==> src/rtl/mc_ctrl_fsm.sv <==
// mc_ctrl_fsm: multi-cycle IF/ID/EXE/MEM/WB control sequencer with stalls, single-step and retire count
module mc_ctrl_fsm #(
  parameter int CNT_W = 16,
  parameter bit STEP_MODE = 1'b0
) (
  input  logic             CLK,
  input  logic             Reset,
  input  logic             step,
  input  logic [5:0]       opcode,
  input  logic [5:0]       funct,
  input  logic             zero,
  input  logic             imem_rdy,
  input  logic             dmem_ack,
  output logic [2:0]       state,
  output logic             IRWre,
  output logic             PCWre,
  output logic [1:0]       PCSrc,
  output logic [2:0]       ALUOp,
  output logic             ALUSrcB,
  output logic             ExtSel,
  output logic             RegDst,
  output logic             RegWre,
  output logic             DBDataSrc,
  output logic             mem_rd,
  output logic             mem_wr,
  output logic             illegal,
  output logic             halted,
  output logic [CNT_W-1:0] instr_cnt
);
  typedef enum logic [2:0] {
    S_IF = 3'b000, S_ID = 3'b001, S_EXE = 3'b010, S_MEM = 3'b011, S_WB = 3'b100, S_HALT = 3'b101
  } state_t;
  typedef enum logic [3:0] {K_R, K_ADDI, K_ORI, K_LW, K_SW, K_BEQ, K_BNE, K_J, K_HALT, K_ILL} kind_t;

  function automatic kind_t decode(input logic [5:0] op, input logic [5:0] fn);
    case (op)
      6'b000000: decode = (fn == 6'b100000 || fn == 6'b100010 || fn == 6'b100100 || fn == 6'b100101) ? K_R : K_ILL;
      6'b001000: decode = K_ADDI;
      6'b001101: decode = K_ORI;
      6'b100011: decode = K_LW;
      6'b101011: decode = K_SW;
      6'b000100: decode = K_BEQ;
      6'b000101: decode = K_BNE;
      6'b000010: decode = K_J;
      6'b111111: decode = K_HALT;
      default:   decode = K_ILL;
    endcase
  endfunction

  state_t     st, nxt;
  kind_t      kid, kq;
  logic [5:0] fn_q;
  logic       retire, set_ill, br;

  assign kid    = decode(opcode, funct);
  assign state  = st;
  assign halted = st == S_HALT;
  assign br     = kq == K_BEQ || kq == K_BNE;

  // Next-state and Moore control decode from state plus the latched instruction
  always_comb begin
    nxt = st;
    IRWre = 1'b0;
    PCWre = 1'b0;
    PCSrc = 2'b11;
    ALUOp = 3'b000;
    ALUSrcB = 1'b0;
    ExtSel = 1'b0;
    RegDst = 1'b0;
    RegWre = 1'b0;
    DBDataSrc = 1'b0;
    mem_rd = 1'b0;
    mem_wr = 1'b0;
    retire = 1'b0;
    set_ill = 1'b0;
    case (st)
      S_IF: begin
        IRWre = imem_rdy && (!STEP_MODE || step);
        nxt = IRWre ? S_ID : S_IF;
      end
      S_ID: begin
        PCWre = kid == K_J;
        PCSrc = PCWre ? 2'b10 : 2'b11;
        retire = PCWre;
        set_ill = kid == K_ILL;
        nxt = PCWre ? S_IF : (kid == K_HALT || set_ill) ? S_HALT : S_EXE;
      end
      S_EXE: begin
        ALUOp = kq == K_R ? (fn_q == 6'b100010 ? 3'b001 : fn_q == 6'b100100 ? 3'b010 :
                             fn_q == 6'b100101 ? 3'b011 : 3'b000) :
                kq == K_ORI ? 3'b011 : br ? 3'b001 : 3'b000;
        ALUSrcB = kq inside {K_ADDI, K_ORI, K_LW, K_SW};
        ExtSel = kq != K_ORI && kq != K_R;
        PCWre = br;
        PCSrc = br ? {1'b0, kq == K_BEQ ? zero : !zero} : 2'b11;
        retire = br;
        nxt = br ? S_IF : (kq == K_LW || kq == K_SW) ? S_MEM : S_WB;
      end
      S_MEM: begin
        mem_rd = kq == K_LW;
        mem_wr = kq == K_SW;
        PCWre = dmem_ack && mem_wr;
        PCSrc = PCWre ? 2'b00 : 2'b11;
        retire = PCWre;
        nxt = !dmem_ack ? S_MEM : mem_wr ? S_IF : S_WB;
      end
      S_WB: begin
        RegWre = 1'b1;
        RegDst = kq == K_R;
        DBDataSrc = kq == K_LW;
        PCWre = 1'b1;
        PCSrc = 2'b00;
        retire = 1'b1;
        nxt = S_IF;
      end
      S_HALT: nxt = S_HALT;
      default: nxt = S_IF;
    endcase
  end

  // State register, saturating retire counter and sticky illegal flag
  always_ff @(posedge CLK) begin
    if (!Reset) begin
      st <= S_IF;
      instr_cnt <= '0;
      illegal <= 1'b0;
    end else begin
      st <= nxt;
      if (retire && !(&instr_cnt)) instr_cnt <= instr_cnt + 1'b1;
      if (set_ill) illegal <= 1'b1;
    end
  end

  // Hold the decoded instruction for the EXE/MEM/WB cycles
  always_ff @(posedge CLK) begin
    if (st == S_ID) begin
      kq <= kid;
      fn_q <= funct;
    end
  end
endmodule

==> config.mk <==
export PLATFORM = sky130hd
export DESIGN_NAME = mc_ctrl_fsm
export DESIGN_NICKNAME = d
export VERILOG_FILES = /design/src/rtl/mc_ctrl_fsm.sv
export SDC_FILE = /design/constraint.sdc
export NUM_CORES = 1
export LEC_CHECK = 0
export ABC_AREA = 1
export BUFFER_PORTS_ARGS = -buffer_cell sky130_fd_sc_hd__buf_2
export CORE_MARGIN = 4
export CORE_UTILIZATION = 48
export DETAILED_ROUTE_END_ITERATION = 12
export GPL_TIMING_DRIVEN = 0
export PLACE_DENSITY = 0.77
export SLEW_MARGIN = 40
export SYNTH_ARGS = -nofsm -noshare
export SYNTH_HDL_FRONTEND = slang
export SYNTH_SLANG_ARGS = --single-unit
==> constraint.sdc <==
create_clock -name CLK -period 1.5 [get_ports CLK]
set_input_delay 0.15 -clock CLK [delete_from_list [all_inputs] [get_ports CLK]]
set_output_delay 0.15 -clock CLK [all_outputs]
set_load 0.03 [all_outputs]
After elaboration in Yosys (flattened, before gate mapping)
Cells that the tools add are included.
{ "word_totals": {"reg_bits": 30, "in_bits": 18, "out_inout_bits": 35, "elab_cells": 85} }
{ "op_classes": {"add_sub_neg": 1, "n_eq_ne": 30, "mux": 32, "reduce_logical": 17} }
{ "op_table": {"columns": ["cell", "n"], "rows": [
  ["== test 6 bit (second input constant)", 10],
  ["one-hot mux 4 bit (9 select lines)", 1],
  ["2-to-1 mux 3 bit", 6],
  ["adder 16 x 1 -> 16 bit (second input constant)", 1],
  ["== test 4 x 3 -> 1 bit (second input constant)", 4],
  ["2-to-1 mux 2 bit", 8],
  ["AND reduction 16 bit", 1],
  ["one-hot mux 3 bit (5 select lines)", 1],
  ["2-to-1 mux 1 bit", 13],
  ["== test 6 x 3 -> 1 bit (second input constant)", 2],
  ["== test 6 x 4 -> 1 bit (second input constant)", 2],
  ["== test 4 x 2 -> 1 bit (second input constant)", 2],
  ["== test 4 bit (second input constant)", 2],
  ["one-hot mux 2 bit (4 select lines)", 1],
  ["nonzero test 4 bit", 2],
  ["== test 3 x 2 -> 1 bit (second input constant)", 2],
  ["== test 3 bit (second input constant)", 2],
  ["== test 6 x 2 -> 1 bit (second input constant)", 1],
  ["zero test 6 bit", 1],
  ["logical OR 1 bit", 6],
  ["== test 4 x 1 -> 1 bit (second input constant)", 1],
  ["zero test 4 bit", 1],
  ["2-to-1 mux 4 bit", 1],
  ["!= test 4 x 2 -> 1 bit (second input constant)", 1],
  ["5 further kinds", 8]
]} }

Depth between registers and ports, before layout
{ "logic_depth": {"ltp_word": 11, "ltp_mapped": 11, "ltp_nobuf": 10} }

Worst setup path before layout
Ideal clock, no wire load.
{ "synth_timing": {"path_type": "flip-flop to output port", "start": "register st[1], in the netlist state[1]", "end": "output PCSrc[0]", "arrival_time_ns": 1.813, "slack_ns": -0.463, "path_stages_with_launch": 6, "path_buffers": 0, "path_cell_list": "dfxtp_1 > or2_1 > nor2_1 > inv_2 > a32oi_1 > nand3_1"} }
{ "synth_between": {"elab_chain_cells": 2, "word_cells_on_any_way": 5} }
{ "synth_lines": {"columns": ["element", "line_no", "source"], "rows": [
  ["from (decl)", "50", "state_t st, nxt;"],
  ["from (signal assigned)", "128", "st <= nxt;"],
  ["== test 3 bit (tied with other cells)", "76", "case (st)"],
  ["one-hot mux 2 bit (4 select lines) (*)", "76", null],
  ["to (decl)", "17", "output logic [1:0] PCSrc,"]
]} }
Every way passes the cells marked *; elsewhere a longest branch is shown, timed or not.

Final worst setup path
{ "layout_timing": {"start": "register kq[0]", "end": "output PCWre"} }
{ "layout_between": {"elab_chain_cells": 3, "word_cells_on_any_way": 6} }
{ "layout_lines": {"columns": ["element", "line_no", "source"], "rows": [
  ["from (decl)", "51", "kind_t kid, kq;"],
  ["from (signal assigned)", "137", "kq <= kid;"],
  ["== test 4 x 3 -> 1 bit, on equally long branches", "101, 58", null],
  ["logical AND 1 bit / logical OR 1 bit (equally long branches)", "102, 58", null],
  ["one-hot mux 1 bit (4 select lines) (*)", "76", null],
  ["to (decl)", "16", "output logic PCWre,"]
]} }
Marks and branches as above.

==> run metrics <==
relative slew slack 0.563; DRT iter0 DRCs 59; Worst Hold Depth 1; Synth Register Bits 30; synth-to-layout area growth 47.2%; Synth area leaders dfxtp_1 (20%), edfxtp_1 (15%), nand2_1 (12%); Pwr per Cell Area 845 nW/um2; post-place setup slack -0.172 ns; Leak 1.31 nW; Synth top area share 0.198; max cap viols 0; I/O pin count 53; cts bufs inserted 5; die area 5310 um2; largest net degree at the start of global routing 13; GRT Total Usage 0.206; failing checks negative setup slack; FP Rows 23; Core Footprint 4030 um2; Buffers on Ports 50; layout cells sized above 1 0.445; drt pass-1 iters 4; Synth top cells by count nand2_1 (66), nor2_1 (43), inv_1 (35); Final min period 1.72 ns; Routed Antenna Nets 0; crit path capture type primary output; DP Wirelength 3.55 mm; worst setup margin -0.223 ns; Cell variety after synth 40; die height 72.9 um; EDFF count, synth 10; Critical Path AT 1.57 ns; antenna violations before repair 0; Req. time, crit path 1.35 ns; hold crit path type in2reg; Clock Tree Buf Depth 2; depth of the most critical reg-to-reg path 11; startpoint class of the critical path flop; CTS tree built; Finished Cell Area 2980 um2; Yosys top cell by area dfxtp_1; Clk pin slew, worst setup/hold paths 0.06 ns; final setup TNS -3.51 ns; vias post-DR 2203; GPL Wtd Cong 0.912; Via density 5.21; Residual DRC 0; worst-margin pin slew 0.656 ns; async set-reset flop share out of synthesis 0; total grt overflow 0; Hold Vio Cnt, Final 0; final setup fails 27; fmax 581 MHz; RSZ-0062 raised after global routing true; Avg Cell Area, Syn 6.95 um2; first-pass GRT wire length 8.62 mm; Synth Cell Area 2020 um2; CTS sink cnt 30; post-synth net total 310; post-synthesis sequential area ratio 0.347; top-count cell post-synth nand2_1; clock root buffer clkbuf_8; Routed WL per cell 13.5 um; post-route insts no fill 423; leading register cell type out of synthesis dfxtp_1; Post-Syn Instances 291; synth warn 0; vias in the first global route 1970; status finished, violations left; WL final 5.70 mm; initial core utilization 0.502; Peak supply drop 0.461 mV; Max Clock Skew 0.00565 ns; Min Hold Slack 0.0491 ns; dpl cells 391; Final period util 1.15; Final Slew Violations 0; worst-path fanout max 3; clock latency on the worst-skew pair 0.29 ns; Filler Cell Count 294; Area after DPL 2410 um2; critical path class reg2out; die width 72.9 um; # diodes 0; H-tree Lvls 2; nets@finish 391
[worst paths after layout]
kind	startpoint	end	slack [ns]
hold reg to reg	instr_cnt[9]$_SDFFE_PN0P_	instr_cnt[9]$_SDFFE_PN0P_	0.48
setup reg to reg	kq[0]$_DFFE_PP_	instr_cnt[11]$_SDFFE_PN0P_	-0.16
setup / recovery	kq[0]$_DFFE_PP_	PCWre	-0.22
hold / removal	funct[5]	fn_q[5]$_DFFE_PP_	0.05
[stage by stage]
| stage | utilization | power (W) |
|---|---|---|
| after CTS | 0.679 | 0.00236 |
| after floorplan | - | 0.00139 |
| final | 0.739 | 0.00251 |
| after global placement | 0.598 | 0.00153 |
| after global routing | 0.739 | 0.00261 |
| after detailed placement | 0.598 | 0.00155 |
[kinds of logic after synthesis]
kind of cell,Yosys count,share of synthesized area
AND/OR/NAND/NOR,170,0.413
buffers and inverters,45,0.0934
flip-flops,30,0.347
other,1,0.00185
AO/OA/AOI/OAI,33,0.0916
adder cells (fa/ha/maj),1,0.00619
XOR/XNOR,11,0.0477
[state kept, by name, indices dropped and copies added (netlist names)]
| register | flops |
|---|---|
| instr_cnt | 16 |
| state | 3 |
| kq | 4 |
| fn_q | 6 |
| illegal | 1 |
[layer usage]
metal,share of wire,track usage
met5,0,0
met4,0.018,0.0820
met3,0.053,0.0386
met2,0.50,0.348
met1,0.43,0.257
[timing repair]
| action | in CTS | in global routing |
|---|---|---|
| hold buffers | 0 | 0 |
| pin swaps | 13 | 16 |
| gates resized for setup | 34 | 43 |
| gates cloned | 0 | 1 |
| endpoints found under the setup margin | 25 | 30 |
| buffers inserted | 15 | 9 |
[final cells by class]
| type | instances | area, um2 | share of cell area |
|---|---|---|---|
| clock buffers | 7 | 86.3 | 0.0290 |
| flip-flops and latches | 30 | 731 | 0.245 |
| inverters | 40 | 161 | 0.0542 |
| well taps | 50 | 62.6 | 0.0210 |
| repair buffers | 74 | 549 | 0.185 |
| clock inverters | 1 | 5.00 | 0.00168 |
| plain buffers | 5 | 42.5 | 0.0143 |
| multi-input cells | 216 | 1340 | 0.450 |
[worst max-delay path, stage by stage (launching register included)]
cell and delay, ns:
edfxtp_1 0.43, nor2_4 0.14, buf_4 0.12, nor2_4 0.04, nand2_4 0.08, nor2_4 0.04, nor2_4 0.09, nand3_4 0.09
buf_6 0.13, buf_6 0.13
[cell usage in the layout (no fill, tap or decap), drive strengths merged, types with 2 or more instances in the layout]
cell type  netlist  layout
a21oi           22      22
buf              4      77
clkbuf           1       9
clkinv           1       2
dfxtp           20      20
edfxtp          10      10
inv             39      38
nand2           71      71
nand3           35      35
nand4            5       5
nor2            51      51
nor3             3       3
nor3b            2       2
o21a             2       2
o21ai            5       5
xnor2            3       3
xor2             8       8
[report_power, final]
group | switching, W | total (W) | internal, W
clock | 0.000317 | 0.000686 | 0.000370
sequential | 0.0000507 | 0.000967 | 0.000916
combinational | 0.000503 | 0.000861 | 0.000358
Power figures use the tool's default switching activity.
